===== config.mk =====
export PLATFORM = sky130hd
export DESIGN_NAME = led_pwm_bank
export DESIGN_NICKNAME = d
export VERILOG_FILES = /design/src/rtl/led_pwm_pkg.sv /design/src/rtl/led_channel.sv /design/src/rtl/led_pwm_bank.sv
export SDC_FILE = /design/constraint.sdc
export NUM_CORES = 1
export LEC_CHECK = 0
export CORE_AREA = 2 2 272 274
export DETAILED_ROUTE_END_ITERATION = 10
export DIE_AREA = 0 0 274 276
export HOLD_SLACK_MARGIN = 0.12
export MAX_ROUTING_LAYER = met4
export PLACE_DENSITY = 0.55
export SLEW_MARGIN = 10
export SYNTH_ARGS = -nofsm -noshare
export SYNTH_HDL_FRONTEND = slang
export SYNTH_HIERARCHICAL = 1
export SYNTH_SLANG_ARGS = --single-unit

===== constraint.sdc =====
create_clock -name clk -period 7.2 [get_ports clk]
set_clock_uncertainty 0.2 [all_clocks]
set_input_delay 0.72 -clock clk [delete_from_list [all_inputs] [get_ports clk]]
set_output_delay 0.72 -clock clk [all_outputs]
set_load 0.05 [all_outputs]

===== src/rtl/led_pwm_pkg.sv =====
// Shared definitions for the LED PWM bank: channel modes, register offsets and field positions.
package led_pwm_pkg;

    typedef enum logic [1:0] {
        LED_OFF   = 2'd0,
        LED_ON    = 2'd1,
        LED_PWM   = 2'd2,
        LED_BLINK = 2'd3
    } led_mode_e;

    localparam int unsigned PRESC_OFS   = 32'h00;
    localparam int unsigned PERIODS_OFS = 32'h04;
    localparam int unsigned CH_BASE     = 32'h10;

    localparam int unsigned DUTY_LSB = 8;
    localparam int unsigned HALF_LSB = 16;

endpackage


===== src/rtl/led_channel.sv =====
// One LED channel: MODE/DUTY/HALF configuration, blink phase tracking and raw output.
module led_channel
    import led_pwm_pkg::*;
#(
    parameter int unsigned PWM_BITS = 8
) (
    input  logic                clk,
    input  logic                reset,
    input  logic                wr_en_i,
    input  logic [31:0]         wdata_i,
    input  logic                wrap_i,
    input  logic [PWM_BITS-1:0] pwm_cnt_i,
    output logic [31:0]         rdata_o,
    output logic                raw_o
);

    led_mode_e           mode_q, mode_d;
    logic [PWM_BITS-1:0] duty_q, duty_d;
    logic [15:0]         half_q, half_d;
    logic [15:0]         bcnt_q, bcnt_d;
    logic                phase_q, phase_d;
    logic [15:0]         half_eff;
    logic                unused_wdata;

    assign unused_wdata = ^wdata_i;

    always_comb begin
        mode_d   = mode_q;
        duty_d   = duty_q;
        half_d   = half_q;
        bcnt_d   = bcnt_q;
        phase_d  = phase_q;
        half_eff = (half_q == 16'd0) ? 16'd1 : half_q;
        // A write restarts the blink sequence and takes priority over a coincident wrap.
        if (wr_en_i) begin
            mode_d  = led_mode_e'(wdata_i[1:0]);
            duty_d  = wdata_i[DUTY_LSB +: PWM_BITS];
            half_d  = wdata_i[HALF_LSB +: 16];
            bcnt_d  = '0;
            phase_d = 1'b1;
        end else if (wrap_i) begin
            if ({1'b0, bcnt_q} + 17'd1 >= {1'b0, half_eff}) begin
                bcnt_d  = '0;
                phase_d = ~phase_q;
            end else begin
                bcnt_d = bcnt_q + 16'd1;
            end
        end
    end

    always_comb begin
        unique case (mode_q)
            LED_OFF:   raw_o = 1'b0;
            LED_ON:    raw_o = 1'b1;
            LED_PWM:   raw_o = (pwm_cnt_i < duty_q);
            LED_BLINK: raw_o = phase_q;
        endcase
    end

    always_comb begin
        rdata_o                        = '0;
        rdata_o[1:0]                   = mode_q;
        rdata_o[DUTY_LSB +: PWM_BITS]  = duty_q;
        rdata_o[HALF_LSB +: 16]        = half_q;
    end

    always_ff @(posedge clk) begin
        if (reset) begin
            mode_q  <= LED_OFF;
            duty_q  <= '0;
            half_q  <= '0;
            bcnt_q  <= '0;
            phase_q <= 1'b1;
        end else begin
            mode_q  <= mode_d;
            duty_q  <= duty_d;
            half_q  <= half_d;
            bcnt_q  <= bcnt_d;
            phase_q <= phase_d;
        end
    end

endmodule


===== src/rtl/led_pwm_bank.sv =====
// Memory-mapped LED bank: bus decode, shared prescaler/PWM counter, period count, LED register.
module led_pwm_bank
    import led_pwm_pkg::*;
#(
    parameter int unsigned NUM_CH     = 8,
    parameter int unsigned PWM_BITS   = 8,
    parameter int unsigned PRESC_BITS = 16,
    parameter int unsigned ADDR_W     = 8
) (
    input  logic              clk,
    input  logic              reset,
    input  logic              bus_sel,
    input  logic              bus_we,
    input  logic [ADDR_W-1:0] bus_addr,
    input  logic [31:0]       bus_wdata,
    output logic [31:0]       bus_rdata,
    output logic              bus_ready,
    output logic [NUM_CH-1:0] led
);

    localparam int unsigned AW = ADDR_W - 2;

    logic [AW-1:0]         word;
    logic                  wr, rd, unused_addr;
    logic                  tick, wrap;
    logic [PRESC_BITS-1:0] presc_q, presc_d, presc_cnt_q, presc_cnt_d;
    logic [PWM_BITS-1:0]   pwm_cnt_q, pwm_cnt_d;
    logic [31:0]           periods_q, periods_d;
    logic [31:0]           rdata_q, rdata_d, rd_val;
    logic                  ready_q, ready_d;
    logic [NUM_CH-1:0]     led_q, raw, ch_wr;
    logic [31:0]           ch_rdata [NUM_CH];

    assign word        = bus_addr[ADDR_W-1:2];
    assign unused_addr = ^bus_addr[1:0];
    assign wr          = bus_sel & bus_we;
    assign rd          = bus_sel & ~bus_we;

    for (genvar i = 0; i < NUM_CH; i++) begin : g_ch
        assign ch_wr[i] = wr && (word == AW'(CH_BASE / 4 + i));

        led_channel #(
            .PWM_BITS (PWM_BITS)
        ) u_ch (
            .clk       (clk),
            .reset     (reset),
            .wr_en_i   (ch_wr[i]),
            .wdata_i   (bus_wdata),
            .wrap_i    (wrap),
            .pwm_cnt_i (pwm_cnt_q),
            .rdata_o   (ch_rdata[i]),
            .raw_o     (raw[i])
        );
    end

    always_comb begin
        rd_val = '0;
        if (word == AW'(PRESC_OFS / 4)) begin
            rd_val = 32'(presc_q);
        end else if (word == AW'(PERIODS_OFS / 4)) begin
            rd_val = periods_q;
        end
        for (int i = 0; i < NUM_CH; i++) begin
            if (word == AW'(CH_BASE / 4 + i)) begin
                rd_val = ch_rdata[i];
            end
        end
    end

    always_comb begin
        tick        = (presc_cnt_q == presc_q);
        wrap        = tick & (&pwm_cnt_q);
        presc_d     = presc_q;
        presc_cnt_d = tick ? '0 : presc_cnt_q + 1'b1;
        pwm_cnt_d   = tick ? pwm_cnt_q + 1'b1 : pwm_cnt_q;
        periods_d   = wrap ? periods_q + 32'd1 : periods_q;
        // Clearing the count on a PRESC write avoids a full-width wrap when PRESC is lowered.
        if (wr && (word == AW'(PRESC_OFS / 4))) begin
            presc_d     = bus_wdata[PRESC_BITS-1:0];
            presc_cnt_d = '0;
        end
        rdata_d = rd ? rd_val : rdata_q;
        ready_d = bus_sel;
    end

    always_ff @(posedge clk) begin
        if (reset) begin
            presc_q     <= '0;
            presc_cnt_q <= '0;
            pwm_cnt_q   <= '0;
            periods_q   <= '0;
            rdata_q     <= '0;
            ready_q     <= 1'b0;
            led_q       <= '0;
        end else begin
            presc_q     <= presc_d;
            presc_cnt_q <= presc_cnt_d;
            pwm_cnt_q   <= pwm_cnt_d;
            periods_q   <= periods_d;
            rdata_q     <= rdata_d;
            ready_q     <= ready_d;
            led_q       <= raw;
        end
    end

    assign bus_rdata = rdata_q;
    assign bus_ready = ready_q;
    assign led       = led_q;

endmodule

==> results.sh <==
export IMPL_holdPathStages=1
export IMPL_max_slew_worst_pin_slew_ns=1.17
export IMPL_yosysTopAreaCellShare_pct=31.7
export IMPL_endpoint_kind="flip-flop"
export IMPL_numCtsBuffers=55
export IMPL_grt_setup_unrepaired="no"
export IMPL_via_per_inst=5.55
export IMPL_regToRegStartpoint="pwm_cnt_q[1]"
export IMPL_clk_latency_ns=0.64
export IMPL_fmax_mhz=244
export IMPL_placed_cell_area_mm2=0.0299
export IMPL_antenna_found_initial=0
export IMPL_stdcell_count=4362
export IMPL_drt_iter0_drc=1589
export IMPL_cts_setup_buffers=0
export IMPL_drive_above_1_share_pct=6.91
export IMPL_synthCells=3417
export IMPL_hold_start="presc_cnt_q[0]"
export IMPL_cts_htree_levels=2
export IMPL_startpoint_type="flip-flop"
export IMPL_grt_usage_pct=23.5
export IMPL_cts_sinks=457
export IMPL_crit_family="simple AND/OR/NAND/NOR gates"
export IMPL_drv_slew=0
export IMPL_syn_avg_cell_area_um2=8.44
export IMPL_place_inst=4262
export IMPL_num_rows=99
export IMPL_synth_largest_area_cell="dfxtp_1"
export IMPL_crit_fanout=28
export IMPL_n_antenna_cell=0
export IMPL_grt_use_met1_pct=31.7
export IMPL_maxCapViolations=0
export IMPL_syn_area_mm2=0.0288
export IMPL_synth_edf_count=0
export IMPL_tns_ns=0
export IMPL_multi_input_area_mm2=0.0177
export IMPL_async_flop_share_pct=0
export IMPL_critical_path_buf_inv_count=2
export IMPL_start_util_pct=39.7
export IMPL_globalplace_congestion=0.854
export IMPL_arrival_ns=4.47
export IMPL_fin_crit_ns=4.09
export IMPL_yosys_top_cells_count="dfxtp_1, nor2_1, mux2i_1"
export IMPL_use_met3_pct=2.15
export IMPL_grt_max_degree=108
export IMPL_ys_seq_area_share_pct=31.7
export IMPL_postCtsHoldBufs=0
export IMPL_nNetsFinal=3599
export IMPL_ant_nets=0
export IMPL_clockBufferDepth=3
export IMPL_drc=0
export IMPL_cts_tree="yes"
export IMPL_crit_path_top_delay_cell="nor2_4"
export IMPL_fp_coreArea_mm2=0.0726
export IMPL_grt_overflow_total=0
export IMPL_pwr_share_comb_pct=6.1
export IMPL_ys_ff_latch=457
export IMPL_fin_area_mm2=0.0319
export IMPL_power_density_mw_per_mm2=187
export IMPL_busiest_layer="met2"
export IMPL_drt_total_wl_um=88000
export IMPL_min_path_type="flip-flop to flip-flop"
export IMPL_area_growth_pct=10.7
export IMPL_intPower_uw=4500
export IMPL_outcome="finished clean"
export IMPL_yosysMostFrequentCell="dfxtp_1"
export IMPL_grt_pass1_vias=22700
export IMPL_holdPathEnd="presc_cnt_q[0]"
export IMPL_clkTransAtPathRegs_ns=0.06
export IMPL_switching_share_pct=24.6
export IMPL_finalSetupViolCount=0
export IMPL_seqCellArea_mm2=0.00915
export IMPL_critPathMaxStageDelay_ns=0.77
export IMPL_path_cells="ha_1 -> and2_1 -> nand4_2 -> nor2_4 -> buf_4 -> inv_1 -> or3_1 -> a21oi_1 -> o21a_1"
export IMPL_use_met2_pct=37.6
export IMPL_rr_endpoint="g_ch[6].u_ch/bcnt_q[11]"
export IMPL_crit_type="flip-flop to flip-flop"
export IMPL_die_y_um=276
export IMPL_ctsResizeCount=0
export IMPL_ys_types=84
export IMPL_rrSetupSlack_ns=3.11
export IMPL_drtPass1Iterations=7
export IMPL_ioPinCount=85
export IMPL_p_total_uw=5970
export IMPL_dpl_hpwl_um=62000
export IMPL_yosysWarnings=6
export IMPL_reg2reg_depth=9
export IMPL_die_w_um=274
export IMPL_p_leak_uw=0.0114
export IMPL_slew_headroom_pct=21.5
export IMPL_cp_data_required_time_ns=7.58
export IMPL_clockPowerShare_pct=51.0
export IMPL_period_share_pct=56.8
export IMPL_power_share_sequential_pct=42.9
export IMPL_ys_flop_type="dfxtp_1"
export IMPL_die_area_mm2=0.0756
export IMPL_cts_root_buffer="clkbuf_16"
export IMPL_grt_pass1_wl_um=137000
export IMPL_num_vias=24200
export IMPL_final_util_pct=44.0
export IMPL_nFillCells=7386
export IMPL_io_buffers=82
export IMPL_synthTopCellsByArea="dfxtp_1, mux2i_1, ha_1"
export IMPL_wl_per_cell_um=20.2
export IMPL_switchingPower_uw=1470
export IMPL_final_hold_viol_count=0
export IMPL_ir_drop_uv=170
-- area by class of cell --
type	count	area share (%)
clock buffers	70	4.71
clock inverters	30	1.45
inverters	221	2.60
multi-input cells	2512	55.5
flip-flops and latches	457	28.7
well taps	959	3.76
repair buffers	113	3.33
-- sequential cells by signal, indices dropped and copies added, names as in the netlist --
register           cells
g_ch.u_ch/bcnt_q     128
g_ch.u_ch/half_q     128
g_ch.u_ch/duty_q      64
bus_rdata             32
periods_q             32
g_ch.u_ch/mode_q      16
presc_cnt_q           16
presc_q               16
g_ch.u_ch/phase_q      8
led                    8
pwm_cnt_q              8
bus_ready              1
-- power by group through the flow --
stage	logic [uW]	clock network [uW]	registers, uW
after floorplan	230	0	2620
after global placement	361	0	2610
after detailed placement	361	0	2610
after CTS	362	3110	2560
after global routing	393	3210	2560
final	365	3050	2560
-- cells in the final DEF (no fill, tap or decap), types with 22 or more instances in the layout --
cell             count
nand2_1            256
nand3_1            100
nor3_1              95
nand2b_1            25
xor2_1              47
dfxtp_1            457
conb_1              48
ha_1               195
and2_1              23
o21a_1              32
nor2_1             326
nand4_1             65
o21ai_0             54
o22ai_1             22
and4_1              22
nor3_2              41
and3_1              37
nor4_1              45
a31oi_1             24
nor2b_1             71
a2bb2oi_1           57
mux2i_1            258
a21oi_1            168
or3_1               29
clkbuf_16           55
clkdlybuf4s50_1     79
xnor2_1             96
a21o_1              32
a211oi_1            26
buf_4               31
inv_1              220
-- per-layer routing --
metal | routed length [um] | vias up | part of all wire, %
met3 | 3360 | 123 | 3.8
met4 | 2300 | 0 | 2.6
met2 | 40900 | 516 | 46
met1 | 41500 | 11600 | 47
met5 | 0 | - | 0
li1 | - | 12000 | -
-- through the flow --
stage | hold slack, ns | worst slack, ns
floorplan | 0.235 | 3.71
global placement | 0.250 | 2.60
detailed placement | 0.261 | 2.61
CTS | 0.275 | 3.10
global route | 0.310 | 2.84
finish | 0.274 | 3.11
-- how the worst max path moves through the flow --
stage                 startpoint                       to  depth (start not counted)
floorplan           pwm_cnt_q[1]  g_ch[0].u_ch/bcnt_q[12]                         10
global placement     bus_addr[5]   g_ch[7].u_ch/bcnt_q[7]                          9
detailed placement   bus_addr[5]   g_ch[7].u_ch/bcnt_q[7]                          9
CTS                 pwm_cnt_q[1]  g_ch[4].u_ch/bcnt_q[11]                          9
global route        pwm_cnt_q[1]   g_ch[7].u_ch/bcnt_q[0]                          8
finish              pwm_cnt_q[1]  g_ch[6].u_ch/bcnt_q[11]                          9
-- logic make-up (layout without fill, tap and decap cells) --
logic type | after synthesis | count (layout) | synth area share [%]
XOR/XNOR | 143 | 143 | 4.34
AO/OA/AOI/OAI | 623 | 623 | 15.4
AND/OR/NAND/NOR | 1210 | 1210 | 21.8
buffers and inverters | 488 | 434 | 7.67
flip-flops | 457 | 457 | 31.7
other | 8 | 48 | 0.104
multiplexers | 293 | 293 | 10.5
adder cells (fa/ha/maj) | 195 | 195 | 8.46
(Power assumes the default switching activity.)
